### config.mk
export PLATFORM = sky130hd
export DESIGN_NAME = pixel_mixer_n
export DESIGN_NICKNAME = d
export VERILOG_FILES = /design/src/rtl/pixel_mixer_n.sv
export SDC_FILE = /design/constraint.sdc
export NUM_CORES = 1
export LEC_CHECK = 0
export BUFFER_PORTS_ARGS = -buffer_cell sky130_fd_sc_hd__buf_2
export CAP_MARGIN = 20
export CORE_ASPECT_RATIO = 0.9
export CORE_MARGIN = 3
export CORE_UTILIZATION = 50
export DETAILED_ROUTE_END_ITERATION = 8
export PLACE_DENSITY = 0.82
export SLEW_MARGIN = 40
export SYNTH_ARGS = -nofsm -noshare
export SYNTH_HDL_FRONTEND = slang
export SYNTH_SLANG_ARGS = --single-unit
### constraint.sdc
create_clock -name clk -period 2.4 [get_ports clk]
set_input_delay 0 -clock clk [delete_from_list [all_inputs] [get_ports clk]]
set_output_delay 0 -clock clk [all_outputs]
set_load 0.02 [all_outputs]
### src/rtl/pixel_mixer_n.sv
// Row pixel mixer: sweeps the row's columns across the tile and sprite engines and selects
// the frontmost opaque pixel per column. Each column is written to the rowbuffer two cycles after its address.
module pixel_mixer_n #(
    parameter int NUM_TILE_LAYERS = 2,
    parameter int ROW_PIXELS      = 320,
    parameter int COLOR_W         = 4,
    parameter int PAL_W           = 4,
    localparam int AW = $clog2(ROW_PIXELS),
    localparam int PW = COLOR_W + PAL_W,
    localparam int SW = $clog2(NUM_TILE_LAYERS + 1)
) (
    input  logic                          clk,
    input  logic                          rst_n,
    input  logic                          done,
    input  logic [NUM_TILE_LAYERS:0]      layer_en,
    output logic [AW-1:0]                 pixel_addr,
    input  logic [NUM_TILE_LAYERS*PW-1:0] tile_pixel_data,
    input  logic [PW-1:0]                 sp_pixel_data,
    input  logic [SW-1:0]                 sp_prio,
    output logic                          rb_wr_en,
    output logic [AW-1:0]                 rb_wr_addr,
    output logic [PW+SW-1:0]              rb_wr_data,
    output logic                          mix_done
);

    typedef enum logic [1:0] {IDLE, SWEEP, DRAIN, WAIT_LOW} state_t;

    localparam logic [AW-1:0] LAST_COL = AW'(ROW_PIXELS - 1);

    state_t                   state, state_nxt;
    logic [NUM_TILE_LAYERS:0] mask;
    logic                     vld_d1;   // engine data on the inputs belongs to col_d1
    logic [AW-1:0]            col_d1;

    logic [COLOR_W-1:0] mix_color;
    logic [PAL_W-1:0]   mix_pal;
    logic [SW-1:0]      mix_src;
    logic               sp_opaque;

    assign sp_opaque = mask[NUM_TILE_LAYERS] && (sp_pixel_data[COLOR_W-1:0] != '0);

    // Later assignments land in front: the sprite is tried just before the tile at its level.
    always_comb begin
        // NOTE: every always_comb output gets a default first so no path can infer a latch.
        mix_color = '0;
        mix_pal   = '0;
        mix_src   = '0;
        for (int i = 0; i < NUM_TILE_LAYERS; i++) begin
            if (sp_opaque && sp_prio == SW'(i)) begin
                mix_color = sp_pixel_data[COLOR_W-1:0];
                mix_pal   = sp_pixel_data[PW-1:COLOR_W];
                mix_src   = SW'(NUM_TILE_LAYERS);
            end
            if (mask[i] && tile_pixel_data[i*PW +: COLOR_W] != '0) begin
                mix_color = tile_pixel_data[i*PW +: COLOR_W];
                mix_pal   = tile_pixel_data[i*PW+COLOR_W +: PAL_W];
                mix_src   = SW'(i);
            end
        end
        if (sp_opaque && 32'(sp_prio) >= NUM_TILE_LAYERS) begin
            mix_color = sp_pixel_data[COLOR_W-1:0];
            mix_pal   = sp_pixel_data[PW-1:COLOR_W];
            mix_src   = SW'(NUM_TILE_LAYERS);
        end
    end

    always_comb begin
        state_nxt = state;
        case (state)
            IDLE:     if (done) state_nxt = SWEEP;
            SWEEP:    if (pixel_addr == LAST_COL) state_nxt = DRAIN;
            DRAIN:    if (vld_d1 && col_d1 == LAST_COL) state_nxt = WAIT_LOW;
            WAIT_LOW: if (!done) state_nxt = IDLE;
            default:  state_nxt = IDLE;
        endcase
    end

    always_ff @(posedge clk or negedge rst_n) begin
        if (!rst_n) state <= IDLE;
        else        state <= state_nxt;
    end

    always_ff @(posedge clk or negedge rst_n) begin
        if (!rst_n) begin
            pixel_addr <= '0;
            mask       <= '0;
            vld_d1     <= 1'b0;
            col_d1     <= '0;
            rb_wr_en   <= 1'b0;
            rb_wr_addr <= '0;
            rb_wr_data <= '0;
            mix_done   <= 1'b0;
        end else begin
            // NOTE: sequential state uses non-blocking assignments so every register sees pre-edge values.
            if (state == IDLE && done) begin
                mask       <= layer_en;
                pixel_addr <= '0;
            end else if (state == SWEEP && pixel_addr != LAST_COL) begin
                pixel_addr <= pixel_addr + AW'(1);
            end
            vld_d1   <= (state == SWEEP);
            col_d1   <= pixel_addr;
            rb_wr_en <= vld_d1;
            mix_done <= vld_d1 && (col_d1 == LAST_COL);
            if (vld_d1) begin
                rb_wr_addr <= col_d1;
                rb_wr_data <= {mix_color, mix_pal, mix_src};
            end
        end
    end

endmodule

Word level (Yosys, flattened, before mapping)
Cells that the tools add are included.
{ "word_totals": {"elab_cells": 60, "reg_bits": 45, "inputBits": 32, "romBits": 0, "memories": 0, "latchBits": 0, "output_inout_bits": 30, "ram_bits": 0} }
{ "classes": {"muxes": 22, "reduce_logical": 16, "n_mul": 0, "add_sub_neg": 1, "shift": 0, "order_cmp": 1, "n_eq_ne": 11, "n_div": 0, "bitwise_logic": 0} }
{ "ops": {"columns": ["op", "n"], "rows": [
  ["$mux W4", 10],
  ["$eq A9 B9 Y1 const B", 2],
  ["$mux W2", 9],
  ["$mux W9", 2],
  ["$reduce_bool A4 Y1", 3],
  ["$add A9 B1 Y9 const B", 1],
  ["$logic_and A1 B1 Y1", 9],
  ["$ne A9 B9 Y1 const B", 1],
  ["$ne A2 B2 Y1 const B", 4],
  ["$pmux W2 S4", 1],
  ["$eq A2 B1 Y1 const B", 2],
  ["$eq A2 B2 Y1 const B", 2],
  ["$logic_not A2 Y1", 2],
  ["$reduce_and A4 Y1", 1],
  ["$ge A2 B2 Y1 const B", 1],
  ["$reduce_bool A2 Y1", 1]
]} }

Depth between registers and ports, before layout
Gate-level depths: netlist of run 1.
{ "depth": {"ltp_word": 8, "ltp_mapped": 6, "ltp_nobuf": 6} }

Worst setup path before layout of run 1
No wires, ideal clock.
{ "synth_path": {"path_type": "reg-to-reg", "startpoint": "register pixel_addr[0]", "endpoint": "register state[1]", "path_slack_ps": 478, "arrival_time_ps": 1797, "required_time_ps": 2275, "n_path_buf": 0, "setup_time_ps": 125, "synth_period_minus_slack_ps": 1922, "stages_incl_launch_ff": 6, "path_cell_list": "dfrtp_1 -> ha_1 -> nand3_1 -> o31ai_4 -> o211a_1 -> mux2_2"} }
{ "synth_via": {"elab_chain_len": 3} }
{ "synth_rtl": {"columns": ["element", "line_no", "rtl"], "rows": [
  ["start: declaration", "16", "output logic [AW-1:0] pixel_addr,"],
  ["start signal: assignment", "99", "pixel_addr <= pixel_addr + AW'(1);"],
  ["$eq A9 B9 Y1", "71", "SWEEP: if (pixel_addr == LAST_COL) state_nxt = DRAIN;"],
  ["$ne A2 B2 Y1 (no source line)", null, null],
  ["$reduce_and A4 Y1 (no source line)", null, null],
  ["end signal: assignment", "80", "else state <= state_nxt;"],
  ["end: declaration", "30", "state_t state, state_nxt;"]
]} }
Every way passes these cells.
A chain may end at the register's enable or synchronous reset.

Worst setup path in the final report of run 1
{ "layout_path": {"startpoint": "input port tile_pixel_data[9]", "endpoint": "register rb_wr_data[8]"} }
{ "layout_via": {"elab_chain_len": 4} }
{ "layout_rtl": {"columns": ["element", "line_no", "rtl"], "rows": [
  ["start: declaration", "17", "input logic [NUM_TILE_LAYERS*PW-1:0] tile_pixel_data,"],
  ["$reduce_bool A4 Y1", "54", "if (mask[i] && tile_pixel_data[i*PW +: COLOR_W] != '0) begin"],
  ["$logic_and A1 B1 Y1", "54", null],
  ["$mux W4", "54", null],
  ["$mux W4", "60", "if (sp_opaque && 32'(sp_prio) >= NUM_TILE_LAYERS) begin"],
  ["end signal: assignment", "107", "rb_wr_data <= {mix_color, mix_pal, mix_src};"],
  ["end: declaration", "22", "output logic [PW+SW-1:0] rb_wr_data,"]
]} }
Every way passes these cells.

==> summary.txt, run 1 <==
Floorplan
  • Die height: 66.48 µm
  • Core box area: 3810 µm²
  • Initial core utilization: 53.33%
  • Placement row count: 21
  • IO Count: 62
  • Die area: 4866 µm²
  • Die W: 73.20 µm

Clock tree
  • Post-CTS setup buffer count: 0
  • Skew-Pair Late Insertion Delay: 290 ps
  • Clock Sinks: 45
  • Root Buffer: clkbuf_8
  • CTS tree: built
  • Clk pin slew, worst setup/hold paths: 80 ps
  • Clock Tree Buf Depth: 2
  • H-tree depth: 2
  • TritonCTS Buffers: 5

Pwr
  • Internal cell power: 1.846 mW
  • Pwr dens: 1115 nW/µm²
  • Total power: 2.928 mW
  • VDD IR max: 0.5321 mV
  • Sequential share of power: 40.2%
  • Switching Share: 36.94%
  • Sw power: 1.082 mW
  • Clock Power Share: 18.8%
  • Logic pwr share: 41.1%
  • Static leakage: 1.316 nW

Critical path
  • Kind of critical path: in -> reg
  • R2r endpoint: rb_wr_data[8]$_DFFE_PN0P_
  • Cell repeated most along the worst path: dlygate4sd3_1
  • Slowest stage cell on the critical path: dlygate4sd3_1
  • Arrival @ worst endpoint: 2580 ps
  • Worst path max stage delay: 550 ps
  • CP Launch Point: tile_pixel_data[9]
  • Worst Reg-to-Reg Cells: 5
  • Critical path cell sequence: dlygate4sd3_1, buf_2, o41ai_1, o221ai_1, nor2_2, a221o_1, dlygate4sd3_1
  • Crit Path Max Fanout: 7
  • Critical Path RT: 2640 ps
  • CP startpoint kind: input port
  • RR Startpoint: vld_d1$_DFF_PN0_
  • Critical path endpoint category: flop
  • R2r setup slk: 130 ps

Layout
  • Final instance area: 2625 µm²
  • Layout Cells excl Fill: 289
  • Fill cells: 284
  • Layout cells sized above 1: 34.98%
  • Antenna diode count: 0
  • Core Util, Final: 68.90%
  • Area grow syn2layout: 29.19%
  • Final net count: 279

Timing
  • Final Hold Viols: 0
  • RSZ-0062 raised after global routing: no
  • Slew margin rel.: 54.86%
  • Final period util: 97.60%
  • Final Setup Violations: 0
  • Min Tclk post-route: 2342 ps
  • Clock Skew: 4.480 ps
  • Setup_tns: 0 ps
  • Max-slew violation count: 0
  • Hold_ws: 56.37 ps
  • Worst-Margin Slew: 676.7 ps
  • F_max: 0.4269 GHz
  • Setup WS post-layout: 57.64 ps

Placed design
  • Placed cells: 269
  • Place WS: 453.9 ps
  • Cell Area, Placed: 2394 µm²
  • DP HPWL: 3.320 mm
  • IO buf count: 61
  • Gpl congestion: 0.8754

Yosys
  • Yosys Warn Count: 0
  • Post-synth net total: 201
  • Most used DFF post-synth: dfrtp_1
  • Syn_area_per_cell: 12.39 µm²
  • Top cell type's share of synthesized area: 55.42%
  • Synthesized flop and latch total: 45
  • Post-Syn Instances: 164
  • Area contributors post-synth: dfrtp_1, mux2_2, a221o_1
  • Seq/Total Area, Yosys: 55.42%
  • Yosys top cell by area: dfrtp_1
  • Unique masters post-synth: 41
  • Number of synthesized flops with an enable pin: 0
  • Ys async rst share: 100.0%
  • Post-Synthesis Cell Area: 2032 µm²

Route
  • ANT nets after route: 0
  • DRC errors left: 0
  • Detailed Route WL: 4.497 mm
  • Via Count: 1620
  • Initial DRC count: 70
  • Via density: 5.606
  • Routed WL per cell: 15.56 µm
  • Pre-Repair DR Iteration Count: 4

Hold path
  • Hold Path Cell Cnt: 3
  • Worst min-delay path class: in -> reg
  • Worst hold path startpoint: tile_pixel_data[6]
  • Endpoint, Worst Hold: rb_wr_data[4]$_DFFE_PN0P_

Status
  • Outcome: complete, no violations

Global route
  • Largest net degree at the start of global routing: 46
  • Initial antenna violation count: 0
  • Gr ovfl total: 0
  • Overall Global Routing Usage: 20.21%
  • Vias in the first global route: 1599
  • First-pass GRT wire length: 7.396 mm

Flow run
  • Max Cap Violations: 0
-- routing by layer --
layer	track usage [%]	wire, µm
met2	32.03	2233
met1	25.00	1921
met4	11.52	99
met5	0	0
met3	4.977	242
-- area by class of cell --
class	count	area (µm²)	share of cell area, %
flip-flops and latches	45	1126	42.90
clock buffers	6	72.57	2.765
multi-input cells	109	868.3	33.08
well taps	46	57.56	2.193
clock inverters	2	38.79	1.478
repair buffers	74	435.4	16.59
inverters	7	26.28	1.001
-- critical path, delay by kind of cell --
family	cells	cell delay (ps)
and+or+nand+nor	1	340
buffers and inverters	3	1220
AOI/OAI and AO/OA	3	1020
-- registers in the layout (all words and copies together), names as in the netlist --
name        flops
col_d1          9
mask            3
mix_done        1
pixel_addr      9
rb_wr_addr      9
rb_wr_data     10
rb_wr_en        1
state           2
vld_d1          1
-- logic make-up (layout without fill, tap and decap cells) --
group	count (synthesis)	after routing	share of synthesized area, %
DFF	45	45	55.42
and+or+nand+nor	46	46	12.93
adders and majority gates	5	5	3.079
AOI/OAI and AO/OA	40	40	17.30
xor gates and xnor gates	3	3	1.293
muxes	15	15	8.128
buffers and inverters	10	89	1.847
-- power by group through the flow --
stage	Clock (mW)	Combinational, mW	Sequential (mW)
after floorplan	0	0.686	1.29
after global placement	0	1.13	1.18
after detailed placement	0	1.17	1.19
after CTS	0.573	1.21	1.18
after global routing	0.601	1.31	1.21
final	0.549	1.20	1.18
-- layout by cell type (no fill, tap or decap), types with 2 or more instances in the layout --
cell type and n:
nor2_1 7, and4_1 2, buf_2 60, o41ai_1 2, and2_1 3, a21oi_1 6, o2bb2ai_1 2, nand2_1 10
ha_1 5, o41a_1 2, clkbuf_8 5, nand4_1 2, mux2i_1 3, buf_4 2, a22o_1 4, o21ai_0 5
or4_1 2, a221o_1 8, xor2_1 3, inv_1 7, dlygate4sd3_1 12, o31ai_1 2, nor2b_1 7, dfrtp_1 45
or3_1 2, mux2_2 12, nand3_1 4
-- synth_stat cells (all sizes together), types with 3 or more instances --
cell type  instances
dfrtp             45
a221o              8
o21ai              5
mux2i              3
nor2b              7
o31ai              3
and2               4
a21oi              6
nor2               8
inv                7
a22o               4
xor2               3
ha                 5
mux2              12
nand2             10
nand3              4
-- how the worst max path moves through the flow --
stage | end | slack (ps) | cells after the start
2_1_floorplan | state[1]$_DFFE_PN0P_ | 480 | 5
3_3_place_gp | state[1]$_DFFE_PN0P_ | 530 | 5
3_5_place_dp | state[1]$_DFFE_PN0P_ | 450 | 5
4_1_cts | rb_wr_data[8]$_DFFE_PN0P_ | 100 | 7
5_1_grt | rb_wr_data[8]$_DFFE_PN0P_ | 7 | 7
6_report | rb_wr_data[8]$_DFFE_PN0P_ | 60 | 7
-- what timing repair did --
item,in CTS,in global routing
hold buffers,12,0
endpoints found under the setup margin,0,1
resized for setup,0,0
hold endpoints to repair,54,0
(Power assumes the default switching activity.)
==> inputs of run 2 (changes only) <==
--- a/config.mk
+++ b/config.mk
@@ -7,11 +7,14 @@
 export LEC_CHECK = 0
 export BUFFER_PORTS_ARGS = -buffer_cell sky130_fd_sc_hd__buf_2
 export CAP_MARGIN = 20
+export CELL_PAD_IN_SITES_DETAIL_PLACEMENT = 2
+export CELL_PAD_IN_SITES_GLOBAL_PLACEMENT = 2
 export CORE_ASPECT_RATIO = 0.9
 export CORE_MARGIN = 3
-export CORE_UTILIZATION = 50
+export CORE_UTILIZATION = 32
 export DETAILED_ROUTE_END_ITERATION = 8
 export PLACE_DENSITY = 0.82
+export SETUP_SLACK_MARGIN = 0.15
 export SLEW_MARGIN = 40
 export SYNTH_ARGS = -nofsm -noshare
 export SYNTH_HDL_FRONTEND = slang
==> run 2 against run 1 <==
- first-iteration DRC count down 31%
- worst setup slack gained 290 ps
- cell area up 0.43%
- global-route usage fell by 2.2 points
- critical path depth is 2 lower
- clock-buffer cell count stayed put
- utilization is 24 points lower
- hold slack lost 47 ps
- largest cell class unchanged
==> summary.txt, run 2 (synthesis results as in run 1) <==
Layout
  • Most frequent cells in the layout: buf_2, dfrtp_1, mux2_2, nand2_1, dlygate4sd3_1
  • Fill cells: 650
  • Most common cell after layout, fill and taps aside: buf_2
  • Layout cells sized above 1: 35.54%
  • Final instance area: 2636 µm²
  • Most flop-heavy register: rb_wr_data
  • Max reg flops: 10
  • Antenna diode count: 0
  • Area grow syn2layout: 29.74%
  • Final net count: 278

Clock tree
  • Root Buffer: clkbuf_8
  • Gates resized, CTS repair: 0
  • CTS tree: built
  • Post-CTS setup buffer count: 0
  • H-tree depth: 2
  • Hold Buf Count CTS: 10
  • TritonCTS Buffers: 5
  • Skew-Pair Late Insertion Delay: 300 ps
  • Clock Sinks: 45
  • Clk pin slew, worst setup/hold paths: 80 ps
  • Clock Tree Buf Depth: 2

Route
  • DRC errors left: 0
  • ANT nets after route: 0
  • Initial DRC count: 48
  • Via Count: 1671
  • Pre-Repair DR Iteration Count: 4
  • Detailed Route WL: 6.235 mm
  • Routed WL per cell: 19.13 µm
  • Via density: 5.126

Pwr
  • VDD IR max: 0.3593 mV
  • Switching Share: 40.79%
  • Pwr dens: 1097 nW/µm²
  • Clock Power Share: 16.0%
  • Static leakage: 1.292 nW
  • Internal cell power: 1.712 mW
  • Sw power: 1.179 mW
  • Logic pwr share: 43.2%
  • Sequential share of power: 40.7%

Flow run
  • Max Cap Violations: 0

Timing
  • Slew margin rel.: 49.56%
  • Max-slew violation count: 0
  • Final period util: 85.51%
  • F_max: 0.4873 GHz
  • Setup_tns: 0 ps
  • Clock Skew: 4.764 ps
  • Min Tclk post-route: 2052 ps
  • Worst-Margin Slew: 756.2 ps
  • Final Setup Violations: 0
  • Final Hold Viols: 0
  • RSZ-0062 raised after global routing: no

Critical path
  • Crit Path Max Fanout: 10
  • Kind of critical path: reg -> reg
  • CP startpoint kind: flop
  • Critical path endpoint category: flop
  • Critical Path RT: 2590 ps
  • Arrival @ worst endpoint: 2240 ps

Floorplan
  • Die area: 7343 µm²
  • Die height: 81.60 µm
  • Die W: 90.00 µm
  • Placement row count: 26
  • Initial core utilization: 34.32%
  • Core box area: 5921 µm²
  • IO Count: 62

Global route
  • Largest net degree at the start of global routing: 46
  • Overall Global Routing Usage: 17.99%
  • Initial antenna violation count: 0
  • First-pass GRT wire length: 10.30 mm
  • Vias in the first global route: 1875
  • Gr ovfl total: 0

Placed design
  • DP HPWL: 4.573 mm
  • Gpl congestion: 0.8067
  • Cell Area, Placed: 2449 µm²
  • IO buf count: 61

Status
  • Outcome: complete, no violations

Hold path
  • Worst min-delay path class: in -> reg
-- run 2: cell count changes in the layout (fill, tap and decap cells not counted), sizes merged --
cell         change
clkinvlp         +2
buf              +1
dlygate4sd3      -2
bufinv           -1
clkinv           -1
-- run 2: routing by layer --
layer / wire, µm / track usage [%] / vias up
li1: - / - / 768
met3: 155 / 3.114 / 4
met2: 3272 / 33.26 / 24
met4: 31 / 3.670 / 0
met5: 0 / 0 / -
met1: 2775 / 22.54 / 875
-- run 2: worst max-delay path: stages, from the launching register on --
cell and delay [ps]:
dfrtp_1 480, ha_1 250, nand3_1 190, o31ai_4 440, o211a_1 250, mux2_2 330
-- run 2: worst paths after layout --
path | slack [ps] | depth (start not counted) | to | from
min reg2reg | 480 | 0 | col_d1[7]$_DFF_PN0_ | pixel_addr[7]$_DFFE_PN0P_
min in group asynchronous | 240 | 2 | rb_wr_data[8]$_DFFE_PN0P_ | rst_n
max reg2reg | 350 | 5 | state[1]$_DFFE_PN0P_ | pixel_addr[0]$_DFFE_PN0P_
max | 350 | 5 | state[1]$_DFFE_PN0P_ | pixel_addr[0]$_DFFE_PN0P_
max in group asynchronous | 1770 | 2 | col_d1[1]$_DFF_PN0_ | rst_n
min | 10 | 2 | rb_wr_data[8]$_DFFE_PN0P_ | tile_pixel_data[10]
-- run 2: area by class of cell --
type / instances / area, µm² / share of cell area, %
clock buffer: 6 / 72.57 / 2.753
clock inverter: 2 / 15.01 / 0.5695
inverter: 7 / 26.28 / 0.9967
multi-input combinational: 109 / 868.3 / 32.94
sequential: 45 / 1126 / 42.71
tap: 84 / 105.1 / 3.987
timing repair buffer: 73 / 422.9 / 16.04
-- run 2: metrics by stage --
| stage | power (mW) | setup WS [ps] | hold WS [ps] | util, % | instances |
|---|---|---|---|---|---|
| after floorplan | 1.981 | 477.9 | -295.6 | - | 164 |
| after global placement | 2.362 | 491.7 | 210.2 | 41.31 | 308 |
| after detailed placement | 2.428 | 321.6 | 39.22 | 41.36 | 308 |
| after CTS | 2.918 | 322.7 | 7.053 | 44.53 | 326 |
| after global routing | 3.105 | 182.6 | 13.90 | 44.53 | 326 |
| final | 2.892 | 347.9 | 9.669 | 44.53 | 326 |
-- run 2: power by group through the flow --
stage | clock network [mW] | registers (mW) | logic, mW
final | 0.464 | 1.18 | 1.25
after global routing | 0.512 | 1.21 | 1.38
after CTS | 0.479 | 1.18 | 1.26
after detailed placement | 0 | 1.19 | 1.23
after global placement | 0 | 1.16 | 1.20
after floorplan | 0 | 1.29 | 0.686
==> inputs of run 3 (changes only) <==
--- a/config.mk
+++ b/config.mk
@@ -13,6 +13,7 @@
 export CORE_MARGIN = 3
 export CORE_UTILIZATION = 32
 export DETAILED_ROUTE_END_ITERATION = 8
+export HOLD_SLACK_MARGIN = 0.15
 export PLACE_DENSITY = 0.82
 export SETUP_SLACK_MARGIN = 0.15
 export SLEW_MARGIN = 40
==> run 3 against run 2 <==
- clock power increased by 4%
- cell area up 8.4%
- combinational power increased by 18%
- sequential power about the same
- cell count increased by 5.2%
- worst setup slack got worse by 210 ps
- clock-buffer cell count did not move
- clock skew grew 3.5 ps
- largest power group unchanged
- maximum frequency shrank 9.1%
- critical path depth is the same
- global-route usage grew 2.5 points
==> summary.txt, run 3 (synthesis results as in run 1) <==
Pwr
  • Clock Power Share: 15.3%
  • Pwr dens: 1098 nW/µm²
  • Static leakage: 1.410 nW
  • Logic pwr share: 46.7%
  • Internal cell power: 1.827 mW
  • Sw power: 1.313 mW
  • VDD IR max: 0.5261 mV
  • Sequential share of power: 38.0%
  • Switching Share: 41.81%

Status
  • Outcome: complete, no violations

Timing
  • Final Setup Violations: 0
  • Final Hold Viols: 0
  • Max-slew violation count: 0
  • Final period util: 94.11%
  • RSZ-0062 raised after global routing: yes
  • Clock Skew: 8.284 ps
  • Hold_ws: 158.3 ps
  • Setup_tns: 0 ps
  • Worst-Margin Slew: 783.8 ps
  • Min Tclk post-route: 2259 ps
  • Slew margin rel.: 47.72%
  • F_max: 0.4428 GHz

Route
  • Pre-Repair DR Iteration Count: 4
  • Routed WL per cell: 22.79 µm
  • Via density: 5.292
  • Via Count: 1815
  • DRC errors left: 0
  • Initial DRC count: 56
  • Detailed Route WL: 7.818 mm
  • ANT nets after route: 0

Critical path
  • Worst Reg-to-Reg Cells: 5
  • Critical path endpoint category: flop
  • Kind of critical path: reg -> reg
  • Arrival @ worst endpoint: 2460 ps
  • RR Startpoint: mask[2]$_DFFE_PN0P_
  • CP startpoint kind: flop
  • CP endpoint: rb_wr_data[9]$_DFFE_PN0P_
  • Worst path max stage delay: 580 ps
  • Critical Path RT: 2600 ps
  • Slowest stage cell on the critical path: dlygate4sd3_1
  • R2r setup slk: 140 ps
  • Crit Path Max Fanout: 5
  • CP Launch Point: mask[2]$_DFFE_PN0P_
  • R2r endpoint: rb_wr_data[9]$_DFFE_PN0P_
  • Critical path cell sequence: o41a_1, a21oi_1, a32o_1, a221o_1, dlygate4sd3_1

Placed design
  • Gpl congestion: 0.8067
  • DP HPWL: 4.573 mm
  • IO buf count: 61

Clock tree
  • CTS tree: built
  • Clock Tree Buf Depth: 2
  • Clock Sinks: 45
  • H-tree depth: 2
  • Skew-Pair Late Insertion Delay: 310 ps
  • Root Buffer: clkbuf_8
  • Clk pin slew, worst setup/hold paths: 90 ps
  • TritonCTS Buffers: 5

Layout
  • Area of the multi-input gates: 899.6 µm²
  • Area grow syn2layout: 40.70%
  • Most frequent cells in the layout: buf_2, dfrtp_1, dlygate4sd3_1, mux2_2, nand2_1
  • Layout cells sized above 1: 35.14%
  • Final net count: 295
  • Max reg flops: 10
  • Most common cell after layout, fill and taps aside: buf_2
  • Most flop-heavy register: rb_wr_data
  • Storage cell area: 1126 µm²
  • Antenna diode count: 0
  • Fill cells: 632

Floorplan
  • Placement row count: 26
  • Core box area: 5921 µm²
  • IO Count: 62
  • Die area: 7343 µm²
  • Die W: 90.00 µm
  • Die height: 81.60 µm
  • Initial core utilization: 34.32%

Global route
  • Largest net degree at the start of global routing: 46
  • GR Util met2: 38.59%
  • Vias in the first global route: 2000
  • Overall Global Routing Usage: 20.48%
  • Met3 Use GR: 3.388%
  • Grt peak-use layer: met2
  • Gr ovfl total: 0
  • GR Util met1: 24.88%
  • Initial antenna violation count: 0
  • First-pass GRT wire length: 11.59 mm

Flow run
  • Max Cap Violations: 0

Hold path
  • Worst min-delay path class: in -> reg
[run 3: cell types whose count changed in the layout (fill, tap and decap cells not counted), moves of 2 or more]
cell and delta:
dlymetal6s4s_1 +3, dlygate4sd3_1 +12, buf_2 -3, buf_6 +3, buf_4 +2
[run 3: worst min path at each step]
stage                                 from                        end  slack [ps]  cells past startpoint
after floorplan                      rst_n        col_d1[0]$_DFF_PN0_        -300                      0
after global placement               rst_n  rb_wr_data[8]$_DFFE_PN0P_         210                      1
after detailed placement             rst_n  rb_wr_data[8]$_DFFE_PN0P_          40                      1
after CTS                             done       state[0]$_DFFE_PN0P_         180                      4
after global routing      sp_pixel_data[2]  rb_wr_data[8]$_DFFE_PN0P_         190                      3
final                     sp_pixel_data[2]  rb_wr_data[8]$_DFFE_PN0P_         160                      3
[run 3: final cells by class]
type,instances,share of cell area (%)
sequential,45,39.39
multi-input combinational,109,31.47
timing repair buffer,90,21.49
tap,84,3.676
clock buffer,6,2.538
inverter,7,0.9190
clock inverter,2,0.5252
[run 3: worst max-delay path: cells and delay by family, from the launching register on]
kind,cells,cell delay [ps]
buffers and inverters,1,580
AOI/OAI and AO/OA,4,1110
DFF,1,450
[run 3: per-stage QoR]
stage	instance area, µm²	instances	worst slack [ps]	utilization, %	power, mW
after global placement	2446	308	491.7	41.31	2.362
final	2859	343	141.4	48.29	3.140
after detailed placement	2449	308	321.6	41.36	2.428
after CTS	2786	341	167.5	47.06	3.008
after global routing	2859	343	45.63	48.29	3.346
after floorplan	2032	164	477.9	-	1.981
[run 3: power groups by stage]
stage               Sequential, mW  Combinational, mW  Clock [mW]
floorplan                     1.29              0.686           0
detailed placement            1.19               1.23           0
global route                  1.23               1.58       0.530
CTS                           1.18               1.35       0.479
global placement              1.16               1.20           0
finish                        1.19               1.47       0.481
[run 3: per-layer routing]
layer	part of all wire (%)	up-vias	wire length (µm)
met5	0	-	0
met4	3.3	0	255
met3	3.0	18	231
met2	53	44	4120
met1	41	948	3210
li1	-	805	-
[run 3: repair_timing]
item                       CTS  global route
setup buffers                0             2
setup endpoints to repair    0             6
resized for setup            0            12
hold endpoints to repair    56             0
hold buffers                25             0
